`src/rtl/pipe_pkg.sv`:
```
// Shared pipeline constants: NZCV bit positions, memory size and direction codes.
package pipe_pkg;

  localparam int FLAG_N = 3;
  localparam int FLAG_Z = 2;
  localparam int FLAG_C = 1;
  localparam int FLAG_V = 0;

  localparam logic MEM_SIZE_BYTE = 1'b0;
  localparam logic MEM_SIZE_WORD = 1'b1;

  localparam logic MEM_READ  = 1'b0;
  localparam logic MEM_WRITE = 1'b1;

  typedef logic [3:0] nzcv_t;

endpackage

```
`src/rtl/flag_reg.sv`:
```
// Architectural NZCV register with a single qualified update enable.
module flag_reg
  import pipe_pkg::*;
(
  input  logic  clk,
  input  logic  reset,
  input  logic  upd_en_i,
  input  nzcv_t flags_i,
  output nzcv_t flags_o
);

  nzcv_t flags_q;
  nzcv_t flags_d;

  always_comb begin
    flags_d = flags_q;
    if (upd_en_i) flags_d = flags_i;
  end

  always_ff @(posedge clk) begin
    if (reset) flags_q <= '0;
    else       flags_q <= flags_d;
  end

  assign flags_o = flags_q;

endmodule

```
`src/rtl/ex_mem_reg.sv`:
```
// EX/MEM pipeline register: stall/flush control, bubble gating,
// NZCV ownership and a retired-into-MEM instruction counter.
module ex_mem_reg
  import pipe_pkg::*;
#(
  parameter int DATA_W     = 32,
  parameter int REG_ADDR_W = 4
) (
  input  logic                  clk,
  input  logic                  reset,
  input  logic                  stall,
  input  logic                  flush,
  input  logic                  valid_in,
  input  logic                  reg_write_enable_in,
  input  logic                  mem_enable_in,
  input  logic                  mem_rw_in,
  input  logic                  mem_to_reg_select_in,
  input  logic                  mem_size_in,
  input  logic                  status_bit_in,
  input  logic [3:0]            alu_flags_in,
  input  logic [DATA_W-1:0]     alu_result_in,
  input  logic [DATA_W-1:0]     store_data_in,
  input  logic [REG_ADDR_W-1:0] reg_dst_in,
  output logic                  valid_out,
  output logic                  reg_write_enable_out,
  output logic                  mem_enable_out,
  output logic                  mem_rw_out,
  output logic                  mem_to_reg_select_out,
  output logic                  mem_size_out,
  output logic [DATA_W-1:0]     alu_result_out,
  output logic [DATA_W-1:0]     store_data_out,
  output logic [REG_ADDR_W-1:0] reg_dst_out,
  output logic [3:0]            flags_out,
  output logic [DATA_W-1:0]     instr_count
);

  typedef struct packed {
    logic we;
    logic men;
    logic rw;
    logic m2r;
    logic size;
  } ctl_t;

  logic                  load;
  ctl_t                  ctl_in;
  logic                  valid_q, valid_d;
  ctl_t                  ctl_q, ctl_d;
  logic [DATA_W-1:0]     alu_q, alu_d;
  logic [DATA_W-1:0]     sd_q, sd_d;
  logic [REG_ADDR_W-1:0] dst_q, dst_d;
  logic [DATA_W-1:0]     cnt_q, cnt_d;

  assign load   = !flush && !stall;
  assign ctl_in = '{we:   reg_write_enable_in,
                    men:  mem_enable_in,
                    rw:   mem_rw_in,
                    m2r:  mem_to_reg_select_in,
                    size: mem_size_in};

  always_comb begin
    valid_d = valid_q;
    ctl_d   = ctl_q;
    alu_d   = alu_q;
    sd_d    = sd_q;
    dst_d   = dst_q;
    cnt_d   = cnt_q;
    if (flush) begin
      // Bubble: kill control, leave data fields as they were
      valid_d = 1'b0;
      ctl_d   = '0;
    end else if (!stall) begin
      valid_d = valid_in;
      ctl_d   = valid_in ? ctl_in : '0;
      alu_d   = alu_result_in;
      sd_d    = store_data_in;
      dst_d   = reg_dst_in;
      if (valid_in) cnt_d = cnt_q + 1'b1;
    end
  end

  always_ff @(posedge clk) begin
    if (reset) begin
      valid_q <= 1'b0;
      ctl_q   <= '0;
      alu_q   <= '0;
      sd_q    <= '0;
      dst_q   <= '0;
      cnt_q   <= '0;
    end else begin
      valid_q <= valid_d;
      ctl_q   <= ctl_d;
      alu_q   <= alu_d;
      sd_q    <= sd_d;
      dst_q   <= dst_d;
      cnt_q   <= cnt_d;
    end
  end

  flag_reg u_flags (
    .clk      (clk),
    .reset    (reset),
    .upd_en_i (load && valid_in && status_bit_in),
    .flags_i  (alu_flags_in),
    .flags_o  (flags_out)
  );

  assign valid_out             = valid_q;
  assign reg_write_enable_out  = ctl_q.we;
  assign mem_enable_out        = ctl_q.men;
  assign mem_rw_out            = ctl_q.rw;
  assign mem_to_reg_select_out = ctl_q.m2r;
  assign mem_size_out          = ctl_q.size;
  assign alu_result_out        = alu_q;
  assign store_data_out        = sd_q;
  assign reg_dst_out           = dst_q;
  assign instr_count           = cnt_q;

endmodule
```
`config.mk`:
```
export PLATFORM = sky130hd
export DESIGN_NAME = ex_mem_reg
export DESIGN_NICKNAME = d
export VERILOG_FILES = /design/src/rtl/pipe_pkg.sv /design/src/rtl/flag_reg.sv /design/src/rtl/ex_mem_reg.sv
export SDC_FILE = /design/constraint.sdc
export NUM_CORES = 1
export LEC_CHECK = 0
export CORE_UTILIZATION = 56
export CTS_CLUSTER_DIAMETER = 150
export CTS_CLUSTER_SIZE = 16
export DETAILED_ROUTE_END_ITERATION = 12
export DONT_BUFFER_PORTS = 1
export MAX_ROUTING_LAYER = met4
export PLACE_DENSITY_LB_ADDON = 0.2
export SLEW_MARGIN = 20
export SYNTH_ARGS = -nofsm -noshare
export SYNTH_HDL_FRONTEND = slang
export SYNTH_HIERARCHICAL = 1
export SYNTH_SLANG_ARGS = --single-unit
```
`constraint.sdc`:
```
create_clock -name clk -period 1.7 [get_ports clk]
set_input_delay 0.17 -clock clk [delete_from_list [all_inputs] [get_ports clk]]
set_output_delay 0.17 -clock clk [all_outputs]
set_load 0.05 [all_outputs]
```
# Yosys cells after proc, flatten, opt, wreduce, memory -nomap -nowiden
# Cells that the tools add are included.
[word_totals] elab_cells=23 ff_bits=110 out_inout_bits=110 in_bits=83
[op_classes] mux=1 reduce_logical=8 n_bitwise=2 add_sub_neg=1
[ops] operator="$add A32 B1 Y32 const B" n=1
[ops] operator="$mux W5" n=1
[ops] operator="$logic_and A1 B1 Y1" n=3
[ops] operator="$reduce_and A3 Y1" n=1
[ops] operator="$logic_not A1 Y1" n=2
[ops] operator="$not A1 Y1" n=2
[ops] operator="$reduce_and A2 Y1" n=1
[ops] operator="$reduce_or A2 Y1" n=1

# Longest topological paths before layout
# Gate-level depths: netlist (run 1).
[depth] ltp_word=4 ltp_mapped=7 ltp_nobuf=5

# Cells and area by module
# Netlist (run 1), hierarchy kept.
[modules_own_cells] mod="ex_mem_reg" cells_each=504 area_each_um2=4117.7 seq_area_each_um2=2122.0 n_inst=1
[modules_own_cells] mod="flag_reg" cells_each=13 area_each_um2=140.1 seq_area_each_um2=80.1 n_inst=1

# Worst setup path after synthesis (run 1)
# OpenSTA, ideal clock, no wires.
[synth_path] path_type="reg2reg" start="register cnt_q[6], in the netlist instr_count[6]" end="register cnt_q[26], in the netlist instr_count[26]" setup_slack_ns=-0.321 synth_period_minus_slack_ns=2.021 stages_incl_launch_ff=6 required_time_ns=1.630 arrival_ns=1.951 setup_ns=0.070 path_cell_list="dfxtp_1 -> and4_2 -> nand4_4 -> buf_6 -> or4_1 -> a21oi_1"
[synth_between] elab_chain_len=1
[synth_rtl] item="start, declared" line_no="ex_mem_reg.sv:52" source="logic [DATA_W-1:0] cnt_q, cnt_d;"
[synth_rtl] item="start signal, assigned" line_no="ex_mem_reg.sv:96" source="cnt_q <= cnt_d;"
[synth_rtl] item="$add A32 B1 Y32" line_no="ex_mem_reg.sv:78" source="if (valid_in) cnt_d = cnt_q + 1'b1;"
# Every way passes these cells.
# A chain may end at the register's enable or synchronous reset.

# Worst setup path after layout (run 1)
[layout_path] start="register cnt_q[6], in the netlist instr_count[6]" end="register cnt_q[31], in the netlist instr_count[31]"
# Same word-level chain as after synthesis.

==> results of run 1 <==
-- area by class of cell --
type / count / area [µm²] / share of cell area (%)
antenna: 1 / 2.502 / 0.04246
inverter: 2 / 7.507 / 0.1274
sequential: 110 / 2287 / 38.81
timing repair buffer: 139 / 1289 / 21.87
tap: 99 / 123.9 / 2.102
multi-input combinational: 371 / 1983 / 33.65
clock inverter: 5 / 37.54 / 0.6369
clock buffer: 11 / 162.7 / 2.760
-- layout by cell type, fill, tap and decap left out, types with 2 or more instances in the layout --
master	netlist	layout
nand2_1	149	148
a21oi_1	88	87
dfxtp_1	110	82
dlygate4sd3_1	0	80
buf_4	1	56
nor2_1	25	24
dfxtp_4	0	20
o31ai_1	14	14
or4_1	14	13
nand3_1	12	12
nand4_1	11	11
clkbuf_8	0	10
xor2_1	8	8
dfxtp_2	0	8
a22oi_1	5	5
and3_1	6	4
nor2b_1	4	4
mux2i_1	4	4
nor4_2	0	3
mux2_2	3	3
o21ai_0	3	3
or3_1	3	3
or2_2	2	2
nand4_4	1	2
and2_1	2	2
inv_1	2	2
xnor2_1	2	2
inv_4	0	2
buf_12	0	2
-- routing by layer --
layer / wire, µm / global-route usage [%] / vias to the layer above
li1: - / - / 2013
met1: 4665 / 34.81 / 2020
met2: 6865 / 55.59 / 247
met3: 1202 / 9.326 / 40
met4: 417 / 16.74 / 0
met5: 0 / - / -
-- kinds of logic after synthesis --
logic type      Yosys count  synth area share, %
simple gates            240                26.01
compound gates          111                14.25
flops                   110                51.72
buf+inv                  38                3.938
xor+xnor                 10                2.057
mux                       7                1.734
fa+ha+maj                 1               0.2938
-- through the flow --
step	setup TNS, ps	instances	hold slack, ps	setup slack (ps)	utilization, %
floorplan	0	517	242.4	9.572	-
global placement	0	637	239.4	44.17	65.39
detailed placement	0	637	242.5	25.93	65.39
CTS	0	734	20.55	8.755	79.50
global route	-163.7	738	25.05	-63.52	80.82
finish	0	738	39.57	9.109	80.82
-- worst max-delay path, stage by stage, from the launching register on --
cell and delay (ps):
dfxtp_4 350, and4_4 310, nand4_1 250, nor4_2 320, mux2_2 350
-- what timing repair did --
action                                  CTS  global route
gates resized for setup                   0            16
endpoints found under the hold margin   107             0
endpoints found under the setup margin    6            20
pin swaps                                 1             7
gates cloned                              0             2
hold buffers                             81             0
setup buffers                             0             1
-- power groups by stage --
stage / registers (W) / clock network (W) / logic, W
finish: 0.00292 / 0.00160 / 0.000426
CTS: 0.00292 / 0.00160 / 0.000402
global placement: 0.00298 / 0 / 0.000225
global route: 0.00293 / 0.00170 / 0.000457
detailed placement: 0.00298 / 0 / 0.000234
floorplan: 0.00300 / 0 / 0.000179
-- final timing paths --
path | startpoint | end
min | flush | valid_out$_SDFFE_PP0N_
min reg2reg | store_data_out[31]$_SDFFE_PP0N_ | store_data_out[31]$_SDFFE_PP0N_
max | instr_count[6]$_SDFFE_PP0P_ | instr_count[31]$_SDFFE_PP0P_
max reg2reg | instr_count[6]$_SDFFE_PP0P_ | instr_count[31]$_SDFFE_PP0P_
-- state kept, by name, indices dropped and copies added (netlist names) --
name                   flops
alu_result_out            32
instr_count               32
store_data_out            32
reg_dst_out                4
u_flags/flags_o            4
mem_enable_out             1
mem_rw_out                 1
mem_size_out               1
mem_to_reg_select_out      1
reg_write_enable_out       1
valid_out                  1
==> metrics.txt, run 1 <==
DRC Markers=0; vias per inst=5.854; Core Area=approximately 7300 µm²; r2r worst-path depth=4; # clock sinks=110; Post-Route WL=13150 µm; Post-Synthesis Cells=approximately 520; ANT nets after route=0; die height=between 80 and 90 µm; max-slew violations=0; # port buffers=0; Power Dens Cells=between 800 and 900 nW/µm²; dpl hpwl=between 7000 and 8000 µm; final-report setup violation count=0; Worst Setup End Kind=flop; worst rel slew slack=just over 60%; clock slew at reported path FFs=100 ps; clock buffer depth=2; leading area contributor after synthesis=dfxtp_1; Clock Tree Root=clkbuf_8; Skew-Pair Late Insertion Delay=370 ps; Worst-Margin Slew=a little under 600 ps; WS Path Type=flop to flop; Reg2Reg Setup Slack=around 9.1 ps; vias in the first global route=around 4100; Hold Crit Depth=2; Yosys top cell area share=about half; Syn Std Cell Area=between 4000 and 5000 µm²; syn_nets=601; layout cell share with drive strength beyond 1=roughly a fifth; top_reg_cell synth=dfxtp_1; cell row count=31; Clock Skews=slightly above 8 ps; Pint=about 0.0035 W; clock share of power=between 30% and 40%; Fmax=~590 MHz; fin crit period=1691 ps; status=finished clean; Max VDD drop=approximately 0.00066 V; Synth async-reset ratio=0%; Sw Pwr=between 0.001 and 0.0015 W; Max Cap Violations=0; Synth-to-Final Area Change=38.41%; WP data arrival=around 2000 ps; Starting Density=just under 60%; drt wl/cell=about 18 µm; sw frac=approximately 29%; Die Wd=a little under 90 µm; largest net degree at the start of global routing=76; synth unique cells=37; Comb pwr share=under 10%; grt total ovfl=0; Cell Area, Placed=about 4800 µm²; Area contributors post-synth=dfxtp_1 52%, nand2_1 13%, a21oi_1 10%, o31ai_1 2.5%, or4_1 2.5%; Crit Path Max Fanout=6; Post-synth EDFFs=0; initial drt markers=194; register area share after synthesis=between 50% and 60%; H-tree depth=3; worst min path class=input pin to flop; die area=a little under 8000 µm²; top cells by count, synth=149 x nand2_1, 110 x dfxtp_1, 88 x a21oi_1, 27 x clkbuf_1, 25 x nor2_1; register bit count reported by yosys=between 100 and 150; Fin. Hold Viols=0; yosys warns=6; static leakage power=2.259 nW; CTS tree=yes; Tot GR Track Use=about a third; Mean Syn Cell Area=just over 8 µm²; Filler Cell Count=between 400 and 500; routed via count=4320; first-pass GRT wire length=a little under 20000 µm; Req. time, crit path=a little under 2000 ps; crit share post-route=between 90 and 100%; I/O pins=roughly 190; setup repair after global routing missed its margin=true; initial antenna violation count=1; layout net count=717; Pre-antenna DRT Iters=5; Num CTS Buffers=9; GP Congestion=roughly 0.84; Finished Cell Area=5893 µm²; Seq pwr share=59.1%; count leader, synth=nand2_1; Final Power=roughly 0.005 W; nature of the critical path startpoint=flop
No activity file was read; power rests on OpenSTA's default activity.
==> run 2: changes to the inputs <==
--- a/config.mk
+++ b/config.mk
@@ -7,3 +7,4 @@
 export LEC_CHECK = 0
-export CORE_UTILIZATION = 56
+export CORE_MARGIN = 8
+export CORE_UTILIZATION = 37
 export CTS_CLUSTER_DIAMETER = 150
@@ -11,3 +12,2 @@
 export DETAILED_ROUTE_END_ITERATION = 12
-export DONT_BUFFER_PORTS = 1
 export MAX_ROUTING_LAYER = met4
--- a/constraint.sdc
+++ b/constraint.sdc
@@ -3,2 +3,2 @@
 set_output_delay 0.17 -clock clk [all_outputs]
-set_load 0.05 [all_outputs]
+set_load 0.02 [all_outputs]
==> run 2 against run 1 <==
  * The flow now finishes with violations (setup timing)
  * Hold slack improved by 230 ps
  * Critical path depth rose by 1
  * Cell count grew 21%
  * Critical path type unchanged
  * Fmax down 1.1%
  * Clock power up 35%
==> metrics.txt, run 2 (synthesized netlist as in run 1, its figures left out) <==
Routed met3 length=1154 µm (-4.0%); slowest stage delay, CP=550 ps (+200 ps); initial antenna violation count=0 (-1); Critical Path Start=instr_count[6]$_SDFFE_PP0P_; Fin. Hold Viols=0 (unchanged); Post-Route M1 WL=5825 µm (+25%); largest net degree at the start of global routing=50 (-34%); Tot GR Track Use=17.93% (-15 points); family with the most delay on the worst path=simple AND/OR/NAND/NOR gates; Reg2Reg Setup Slack=-10 ps (-20 ps); layout cell share with drive strength beyond 1=14.80% (-4.8 points); max-slew violations=0 (unchanged); Core Area=11320 µm² (+55%); I/O pins=193 (unchanged); die height=123.3 µm (+38%); layout net count=829 (+16%); worst min path class=input pin to flop; failing checks=setup timing; Starting Density=37.61% (-21 points); fin crit period=1710 ps (+19.58 ps); DRC Markers=0 (unchanged); Req. time, crit path=1970 ps (about the same); worst rel slew slack=66.47% (+5.4 points); setup repair after global routing missed its margin=true; Worst Setup End Kind=flop; Diodes inserted=0 (-1); Fmax=584.6 MHz (-1.1%); H-tree depth=3 (unchanged); WS Path Type=flop to flop; top sig layer=met4; Max VDD drop=0.0004980 V (-25%); DR WL met2=6812 µm (-0.77%); worst r2r src=instr_count[6]$_SDFFE_PP0P_; Skew-Pair Late Insertion Delay=340 ps (-30 ps); routed via count=4493 (+4.0%); Worst path slowest cell=or4_1; nature of the critical path startpoint=flop; Clock Tree Root=clkbuf_16; Hold WS=268.4 ps (+228.8 ps); die area=15200 µm² (+91%); grt total ovfl=0 (unchanged); dpl hpwl=10390 µm (+44%); Post-Route WL=14120 µm (+7.4%); CTS tree=yes; cells along the critical path=and4_4 > buf_12 > nand4_2 > or4_1 > a21oi_1; Synth-to-Final Area Change=66.12%; final-report setup violation count=2 (+2); Clock Skews=8.479 ps (+0.1883 ps); Bufs and invs on worst path=1 (+1); # port buffers=192 (+192); GP Congestion=0.8124 (-3.0%); Final TNS setup=-13.14 ps (-13.14 ps); Die Wd=123.3 µm (+38%); WP data arrival=1980 ps (+20 ps); crit share post-route=100.6% (+1.2 points); ANT nets after route=0 (unchanged); clock buffer depth=2 (unchanged); cell row count=39 (+26%); Power Dens Cells=784.6 nW/µm² (-6.5%); Worst-Margin Slew=502.9 ps (-80.18 ps); most common cell after layout, fill and taps aside=clkdlybuf4s50_1; HP Start=reset; Num CTS Buffers=9 (unchanged); vias in the first global route=4300 (+5.6%); Max Cap Violations=0 (unchanged); Final Power=0.005550 W (+12%); commonest cells after routing, fill and taps aside=189 x clkdlybuf4s50_1, 148 x nand2_1, 96 x dfxtp_1, 87 x a21oi_1, 56 x buf_4; drt wl/cell=15.81 µm (-11%); Final WS setup=-10.47 ps (-19.58 ps); initial drt markers=297 (+53%); status=finished, violations left; vias per inst=5.031 (-14%); # clock sinks=110 (unchanged); hold buffer count at CTS=0 (-100%); first-pass GRT wire length=21020 µm (+9.4%); static leakage power=2.568 nW (+14%); Pre-antenna DRT Iters=4 (-1); Crit Path Max Fanout=11 (+5); clock slew at reported path FFs=70 ps (-30 ps)
## run 2: path summary, 6_finish.rpt
path,endpoint,cells past startpoint
min reg2reg,alu_result_out[30]$_SDFFE_PP0N_,2
min,instr_count[8]$_SDFFE_PP0P_,2
max reg2reg,instr_count[24]$_SDFFE_PP0P_,5
max,instr_count[24]$_SDFFE_PP0P_,5
## run 2: layer usage
metal,vias to the layer above,GRT usage [%]
met2,152,28.73
met3,22,5.434
met1,2094,20.62
met5,-,-
li1,2225,-
met4,0,7.148
## run 2: final cells by class
cell class                      instances  area [µm²]
Multi-Input combinational cell        370        1952
Clock inverter                          3       42.54
Timing Repair Buffer                  252        2412
Fill cell                             997        4248
Sequential cell                       110        2220
Clock buffer                           13       260.3
Inverter                                2       7.507
Tap cell                              143       178.9
## run 2: stage by stage
stage	std cells	util [%]	cell area, µm²	setup slack (ps)
finish	893	62.48	7073	-10.47
global route	893	62.48	7073	-77.15
CTS	889	61.69	6984	3.393
detailed placement	873	58.95	6674	-421.3
global placement	873	58.95	6674	-364.1
floorplan	517	-	4275	6.637
## run 2: where the power goes
part | switching [W] | internal, W
sequential | 0.0000393 | 0.00266
clock | 0.000936 | 0.00122
combinational | 0.000325 | 0.000370
## run 2: timing repair
item | 4_1_cts | 5_1_grt
setup buffers | 0 | 3
gates resized for setup | 6 | 12
cloned | 0 | 1
pin swaps | 3 | 10
endpoints found under the setup margin | 8 | 18
==> run 3: changes to the inputs <==
- CORE_UTILIZATION: 37 -> 45
- clock period: 1.7 -> 2 ns (I/O delays scaled with it)
==> run 3 against run 2 <==
  * The flow now finishes without violations
  * Clock power fell by 33%
  * Flip-flop and latch count did not move
  * Routed wire length fell by 5.7%
  * Register-to-register slack improved by 120 ps
  * Global-route usage rose by 2.9 points
  * Power fell by 22%
  * Cell area fell by 6.6%
  * Die area fell by 16%
  * Non-clock buffer count fell by 34
  * Critical path type unchanged
  * Critical endpoint is now instr_count[29]$_SDFFE_PP0P_
  * Largest power group unchanged
==> metrics.txt, run 3 (synthesized netlist as in run 1, its figures left out) <==
commonest cells after routing, fill and taps aside=191 x clkdlybuf4s50_1, 149 x nand2_1, 110 x dfxtp_1, 88 x a21oi_1, 25 x buf_4; first-pass GRT wire length=21220 µm (+0.92%); layout net count=794 (-4.2%); # port buffers=192 (unchanged); Fin. Hold Viols=0 (unchanged); Starting Density=46.30% (+8.7 points); Clock Skews=15.58 ps (+7.104 ps); GP Congestion=0.7931 (-2.4%); Multi-input gate area=1903 µm² (-2.5%); Post-Layout Cell Count=825 (-7.6%); drt wl/cell=16.14 µm (+2.0%); H-tree depth=3 (unchanged); clock buffer depth=2 (unchanged); Final Power=0.004323 W (-22%); clock slew at reported path FFs=110 ps (+40 ps); met2 GRT Util=36.43% (+7.7 points); vias in the first global route=4360 (+1.4%); DRC Markers=0 (unchanged); Core Area=9196 µm² (-19%); Pre-antenna DRT Iters=4 (unchanged); Pint=0.003277 W (-23%); Die Wd=113.3 µm (-8.1%); most common cell after layout, fill and taps aside=clkdlybuf4s50_1; CTS tree=yes; Hold Crit Depth=2 (unchanged); Fmax=528.7 MHz (-9.6%); Tot GR Track Use=20.80% (+2.9 points); largest net degree at the start of global routing=72 (+44%); static leakage power=2.327 nW (-9.4%); Power Dens Cells=654.2 nW/µm² (-17%); WP data arrival=2140 ps (+160 ps); met3 Use GR=5.378% (-0.056 points); Synth-to-Final Area Change=55.19%; final core occ=71.85% (+9.4 points); postcts setup bufs=0 (unchanged); Final WS setup=108.6 ps (+119.1 ps); Worst-Margin Slew=652.1 ps (+149.2 ps); hold buffer count at CTS=0 (unchanged); sw frac=24.19% (+0.77 points); max-slew violations=0 (unchanged); Filler Cell Count=730 (-27%); worst rel slew slack=56.53% (-9.9 points); Req. time, crit path=2250 ps (+280 ps); Clock Tree Root=clkbuf_8; nature of the critical path startpoint=flop; r2r worst-path depth=4 (-1); Seq pwr share=53.0% (+4.4 points); fin crit period=1891 ps (+180.9 ps); initial drt markers=251 (-15%); vias per inst=5.233 (+4.0%); clock share of power=33.4% (-5.5 points); final-report setup violation count=0 (-2); Post-Route WL=13310 µm (-5.7%); Crit Path Max Fanout=7 (-4); grt total ovfl=0 (unchanged); Num CTS Buffers=9 (unchanged); Comb pwr share=13.6% (+1.1 points); Diodes inserted=0 (unchanged); Placed Cells=810 (-7.2%); crit share post-route=94.57% (-6.0 points); layout cell share with drive strength beyond 1=7.423% (-7.4 points); # clock sinks=110 (unchanged); die height=113.3 µm (-8.1%); initial antenna violation count=0 (unchanged); met1 Use GR=22.36% (+1.7 points); dpl hpwl=9921 µm (-4.5%); WS Path Type=flop to flop; Max VDD drop=0.0003805 V (-24%); Sw Pwr=0.001046 W (-20%); Skew-Pair Late Insertion Delay=360 ps (+20 ps); Max Cap Violations=0 (unchanged); routed via count=4317 (-3.9%); status=finished clean; worst min path class=input pin to flop; Worst Setup End Kind=flop; cell row count=35 (-10%); grt peak-use layer=met2; ANT nets after route=0 (unchanged); die area=12830 µm² (-16%); flip-flop and latch area=2202 µm² (-0.79%); Post-Place Setup Slack=-85.75 ps (+335.5 ps); I/O pins=193 (unchanged)
## run 3: path summary, 6_finish.rpt
path                                                 startpoint                         endpoint  slack, ps
worst max-delay path               instr_count[16]$_SDFFE_PP0P_     instr_count[29]$_SDFFE_PP0P_        110
worst min-delay path                                      reset  u_flags/flags_o[1]$_SDFFE_PP0P_        340
worst max register to register     instr_count[16]$_SDFFE_PP0P_     instr_count[29]$_SDFFE_PP0P_        110
worst min register to register  alu_result_out[27]$_SDFFE_PP0N_  alu_result_out[27]$_SDFFE_PP0N_        460
## run 3: routing by layer
| metal | vias up | part of all wire [%] |
|---|---|---|
| li1 | 2146 | - |
| met1 | 2019 | 41 |
| met2 | 131 | 51 |
| met3 | 21 | 6.3 |
| met4 | 0 | 1.8 |
| met5 | - | 0 |
## run 3: worst max-delay path: stages (launching register included)
cell	delay, ps
dfxtp_1	460
and4_2	330
nand4_1	240
nor4_1	390
mux2_2	370
## run 3: layout make-up
| class | instances | share of cell area [%] |
|---|---|---|
| clock buffer | 9 | 1.875 |
| timing repair buffer | 218 | 32.38 |
| sequential | 110 | 33.33 |
| tap | 111 | 2.102 |
| multi-input combinational | 369 | 28.80 |
| clock inverter | 6 | 1.401 |
| inverter | 2 | 0.1136 |
## run 3: what timing repair did
| action | in CTS | in global routing |
|---|---|---|
| setup endpoints to repair | 0 | 1 |
| gates resized for setup | 0 | 2 |
| endpoints found under the hold margin | 0 | 0 |
## run 3: metrics by stage
stage | hold WS (ps) | TNS [ps] | instance area, µm²
2_1_floorplan | 272.4 | 0 | 4258
3_3_place_gp | 440.0 | -72.08 | 6384
3_5_place_dp | 447.0 | -319.0 | 6384
4_1_cts | 316.3 | 0 | 6600
5_1_grt | 346.0 | -20.62 | 6608
6_report | 343.1 | 0 | 6608
## run 3: power by group through the flow
stage	registers, W	logic [W]	clock network, W
after detailed placement	0.00234	0.000587	0
after CTS	0.00229	0.000590	0.00150
after floorplan	0.00243	0.000152	0
after global routing	0.00230	0.000629	0.00157
final	0.00229	0.000586	0.00145
after global placement	0.00234	0.000579	0
==> RTL change 1: new RTL, config.mk and constraints of run 2 <==
The parameter `DATA_W` goes from 32 to 24.
--- a/src/rtl/ex_mem_reg.sv
+++ b/src/rtl/ex_mem_reg.sv
@@ -3,7 +3,7 @@
 module ex_mem_reg
   import pipe_pkg::*;
 #(
-  parameter int DATA_W     = 32,
+  parameter int DATA_W     = 24,
   parameter int REG_ADDR_W = 4
 ) (
   input  logic                  clk,
Interface: changed (5 resized); port bits go from 193 to 153. The function was not compared with the original's and may differ.
==> RTL change 1 against run 2 <==
  * Design area decreased by 26%
  * Non-clock buffer count shrank 76
  * Power fell by 26%
  * Worst setup slack gained 0.025 ns
  * Clock power decreased by 33%
  * Routed wire length is 29% lower
  * Area after synthesis fell by 24%
  * Sequential cell count down 24
  * Critical endpoint is now instr_count[13]
  * Largest power group unchanged
  * Highest routed layer unchanged
==> RTL change 1: results (changes against run 2) <==
<table>
<tr><th>Metric</th><th>Value</th></tr>
<tr><th colspan="2">Run status</th></tr>
<tr><td>Outcome</td><td>finished, final reports clean</td></tr>
<tr><th colspan="2">STA</th></tr>
<tr><td>Slew at the pin closest to its max-slew limit</td><td>0.4356 ns (-0.06736 ns)</td></tr>
<tr><th colspan="2">Layout</th></tr>
<tr><td>Proportion of layout cells with a drive suffix above 1</td><td>0.09498 (-0.05302)</td></tr>
<tr><td>Register Area</td><td>0.001729 sq mm (-22%)</td></tr>
<tr><td>Share of the final layout cell area in multi-input gates</td><td>0.2713 (-0.004668)</td></tr>
<tr><td>Fillers</td><td>777 (-22%)</td></tr>
<tr><td>Nonclk inv count</td><td>3 (+1)</td></tr>
<tr><td>Non-clock buffers</td><td>176 (-30%)</td></tr>
<tr><td>Portion of the layout cell area used by clock cells</td><td>0.03852 (-0.004293)</td></tr>
<tr><th colspan="2">Global route</th></tr>
<tr><td>Met1 track demand over resource in global routing</td><td>0.1894 (-0.01683)</td></tr>
<tr><td>Largest net degree at the start of global routing</td><td>56 (+12%)</td></tr>
<tr><td>M2 GR Usage</td><td>0.2705 (-0.01680)</td></tr>
<tr><td>GRT Resource Usage Total</td><td>0.1686 (-0.01066)</td></tr>
<tr><th colspan="2">Yosys</th></tr>
<tr><td>Distinct cells, synth</td><td>34 (-8.1%)</td></tr>
<tr><td>Post-synthesis share of cell area spent on xor and xnor gates</td><td>0.02699 (+0.006415)</td></tr>
<tr><td>Syn nets</td><td>460 (-23%)</td></tr>
<tr><td>Register area share after synthesis</td><td>0.5305 (+0.01326)</td></tr>
<tr><th colspan="2">Routing</th></tr>
<tr><td>Detail Route met2 WL</td><td>4789 microns (-30%)</td></tr>
<tr><td>Detailed Route Iter0 Violations</td><td>110 (-63%)</td></tr>
<tr><td>Routed length on met3</td><td>871 microns (-25%)</td></tr>
<tr><th colspan="2">Power</th></tr>
<tr><td>Sequential Power</td><td>2.11 mW (-22%)</td></tr>
<tr><td>IR drop worst, VDD</td><td>0.0005567 V (+12%)</td></tr>
<tr><th colspan="2">Clocking</th></tr>
<tr><td>CTS Root Cell</td><td>sky130_fd_sc_hd__clkbuf_8</td></tr>
<tr><td>Clock-pin transition on the worst setup and hold timing paths</td><td>0.09 ns (+0.02 ns)</td></tr>
<tr><th colspan="2">Floorplan</th></tr>
<tr><td>Taps Inserted</td><td>108 (-24%)</td></tr>
<tr><th colspan="2">Place</th></tr>
<tr><td>Inst Count DP</td><td>650 (-26%)</td></tr>
</table>
==> RTL change 1: changes by cell type after synthesis, sizes merged, moves of 4 or more <==
cell | before | now
clkbuf | 28 | 22
or4 | 14 | 6
and3 | 6 | 2
o31ai | 14 | 6
nand4 | 12 | 5
buf | 8 | 4
nand2 | 149 | 113
a21oi | 88 | 66
dfxtp | 110 | 86
==> RTL change 1: critical path: stages, from the launching register on <==
cell	delay (ns)
sky130_fd_sc_hd__dfxtp_1	0.42
sky130_fd_sc_hd__and4_4	0.27
sky130_fd_sc_hd__nand4_1	0.21
sky130_fd_sc_hd__buf_4	0.23
sky130_fd_sc_hd__or3_1	0.32
sky130_fd_sc_hd__a21oi_1	0.17
==> RTL change 1: worst paths after layout <==
check	start	end	slack, ns	depth (start not counted)
max	instr_count[8]	instr_count[13]	0.01	5
min	reset	instr_count[11]	0.23	2
max reg2reg	instr_count[8]	instr_count[13]	0.01	5
min reg2reg	store_data_out[9]	store_data_out[9]	0.45	2
==> RTL change 2: new RTL, flow settings as in run 2 <==
Made on the original files. Put a register stage on the output `flags_out`, with the module's reset. The value now appears one clock later. The other outputs are not delayed to match.
--- a/src/rtl/ex_mem_reg.sv
+++ b/src/rtl/ex_mem_reg.sv
@@ -41,6 +41,8 @@
     logic m2r;
     logic size;
   } ctl_t;
+
+  logic [3:0] flags_c;
 
   logic                  load;
   ctl_t                  ctl_in;
@@ -102,7 +104,7 @@
     .reset    (reset),
     .upd_en_i (load && valid_in && status_bit_in),
     .flags_i  (alu_flags_in),
-    .flags_o  (flags_out)
+    .flags_o  (flags_c)
   );
 
   assign valid_out             = valid_q;
@@ -116,4 +118,12 @@
   assign reg_dst_out           = dst_q;
   assign instr_count           = cnt_q;
 
+  always_ff @(posedge clk) begin
+    if (reset) begin
+      flags_out <= '0;
+    end else begin
+      flags_out <= flags_c;
+    end
+  end
+
 endmodule
Check against the original RTL: not equivalent (a bounded check fails within 4 cycles, from zero or initial values and one cycle with reset high).
==> RTL change 2 against run 2 <==
  * The run still ends with negative setup slack left
  * Power increased by 22%
  * Critical path type unchanged
  * Worst setup slack got worse by 0.15 ns
  * Utilization increased by 4.1 points
  * Combinational power increased by 2%
  * Design area increased by 7.0%
  * Sequential cell count increased by 4
  * Area after synthesis increased by 0.94%
  * Largest cell class unchanged
  * Routed wire length increased by 1.4%
  * First-iteration DRC count decreased by 3.7%
==> RTL change 2: results (changes against run 2) <==
<table>
<tr><th>Metric</th><th>Value</th></tr>
<tr><th colspan="2">Run status</th></tr>
<tr><td>Outcome</td><td>complete, but fails checks</td></tr>
<tr><td>Violated checks</td><td>negative setup slack</td></tr>
<tr><th colspan="2">Power</th></tr>
<tr><td>IR drop worst, VDD</td><td>0.0007483 V (+50%)</td></tr>
<tr><td>Switching share of total power</td><td>0.2226 (-0.01157)</td></tr>
<tr><th colspan="2">Worst setup path</th></tr>
<tr><td>Arrival time of the worst setup path</td><td>2.18 ns (+0.20 ns)</td></tr>
<tr><td>Worst reg2reg path endpoint</td><td>instr_count[16]</td></tr>
<tr><td>Worst path slowest cell</td><td>sky130_fd_sc_hd__or4_4</td></tr>
<tr><td>Critical path fanouts, max</td><td>8 (-3)</td></tr>
<tr><th colspan="2">Routing</th></tr>
<tr><td>Avg Vias per Cell</td><td>5.007 (-0.49%)</td></tr>
<tr><th colspan="2">Clocking</th></tr>
<tr><td>Clock-pin transition on the worst setup and hold timing paths</td><td>0.05 ns (-0.02 ns)</td></tr>
<tr><td>H-Tree Level Count</td><td>4 (+1)</td></tr>
<tr><td>Clock latency reported for the late side of the worst-skew pair</td><td>0.40 ns (+0.06 ns)</td></tr>
<tr><th colspan="2">Yosys</th></tr>
<tr><td>Adder-cell share of the synthesized area</td><td>0.002911 (-0.00002738)</td></tr>
<tr><td>Share of cell area taken by muxes after synthesis</td><td>0.01194 (-0.005402)</td></tr>
<tr><td>Distinct cells, synth</td><td>31 (-16%)</td></tr>
<tr><th colspan="2">Global route</th></tr>
<tr><td>Largest net degree at the start of global routing</td><td>69 (+38%)</td></tr>
<tr><td>Number of antenna violations at the first check in global routing</td><td>1 (+1)</td></tr>
<tr><td>GRT Resource Usage Total</td><td>0.1886 (+0.009303)</td></tr>
<tr><th colspan="2">STA</th></tr>
<tr><td>Setup Skew</td><td>0.004936 ns (-0.003543 ns)</td></tr>
<tr><td>Setup-failing EPs final</td><td>20 (+18)</td></tr>
<tr><td>Worst relative slew slack</td><td>0.6981 (+0.03336)</td></tr>
<tr><td>Final worst setup slack</td><td>-0.1641 ns (-0.1537 ns)</td></tr>
<tr><th colspan="2">Min path</th></tr>
<tr><td>Hold Path End</td><td>instr_count[10]</td></tr>
<tr><th colspan="2">Layout</th></tr>
<tr><td>Fillers</td><td>924 (-7.3%)</td></tr>
<tr><td>Fin nets</td><td>843 (+1.7%)</td></tr>
</table>
## RTL change 2: cell type report
type	instances	area [sq um]	area share
diodes	1	2.502	0.0003306
clock buffers	29	543.0	0.07175
clock inverters	3	15.01	0.001984
inverters	5	18.77	0.002480
multi-input cells	367	1997	0.2638
flip-flops and latches	114	2350	0.3105
well taps	143	178.9	0.02364
repair buffers	254	2464	0.3255
## RTL change 2: power by group through the flow
stage               registers [mW]  clock network, mW  logic [mW]
floorplan                     2.93                  0       0.180
CTS                           2.78               3.35       0.718
global route                  2.78               3.48       0.760
global placement              2.83                  0       0.704
detailed placement            2.83                  0       0.714
finish                        2.78               3.28       0.711
## RTL change 2: routing by layer
layer  track usage  up-vias  wire [microns]
met5             -        -               0
met4       0.07976        0             263
met3       0.07434       23            1167
met2        0.3062      155            7109
met1        0.2014     2152            5775
li1              -     2256               -
## RTL change 2: worst max path at each step
stage | start | end
after floorplan | instr_count[2] | instr_count[27]
after global placement | flush | instr_count[31]
after detailed placement | flush | instr_count[28]
after CTS | instr_count[2] | instr_count[16]
after global routing | instr_count[0] | instr_count[16]
final | instr_count[0] | instr_count[16]
## RTL change 2: what timing repair did
action                                  4_1_cts  5_1_grt
pin swaps                                    12        8
cloned                                        0        1
buffers inserted                              3        0
resized for setup                            14       23
endpoints found under the setup margin       21       28
## RTL change 2: logic make-up (layout without fill, tap and decap cells)
family / Yosys count / after routing
simple gates: 234 / 235
compound gates: 117 / 117
flops: 114 / 114
buf+inv: 41 / 291
xor+xnor: 9 / 9
mux: 5 / 5
fa+ha+maj: 1 / 1
other cells: 0 / 1
## RTL change 2: through the flow
stage               instances  instance area, sq um  setup slack [ns]  setup TNS (ns)
CTS                       914                  7466           -0.2049          -2.038
finish                    916                  7569           -0.1641          -1.653
detailed placement        879                  6842           -0.5332          -8.898
floorplan                 521                  4415           -0.1461          -1.305
global route              916                  7569           -0.2061          -3.020
global placement          879                  6842           -0.4813          -7.880
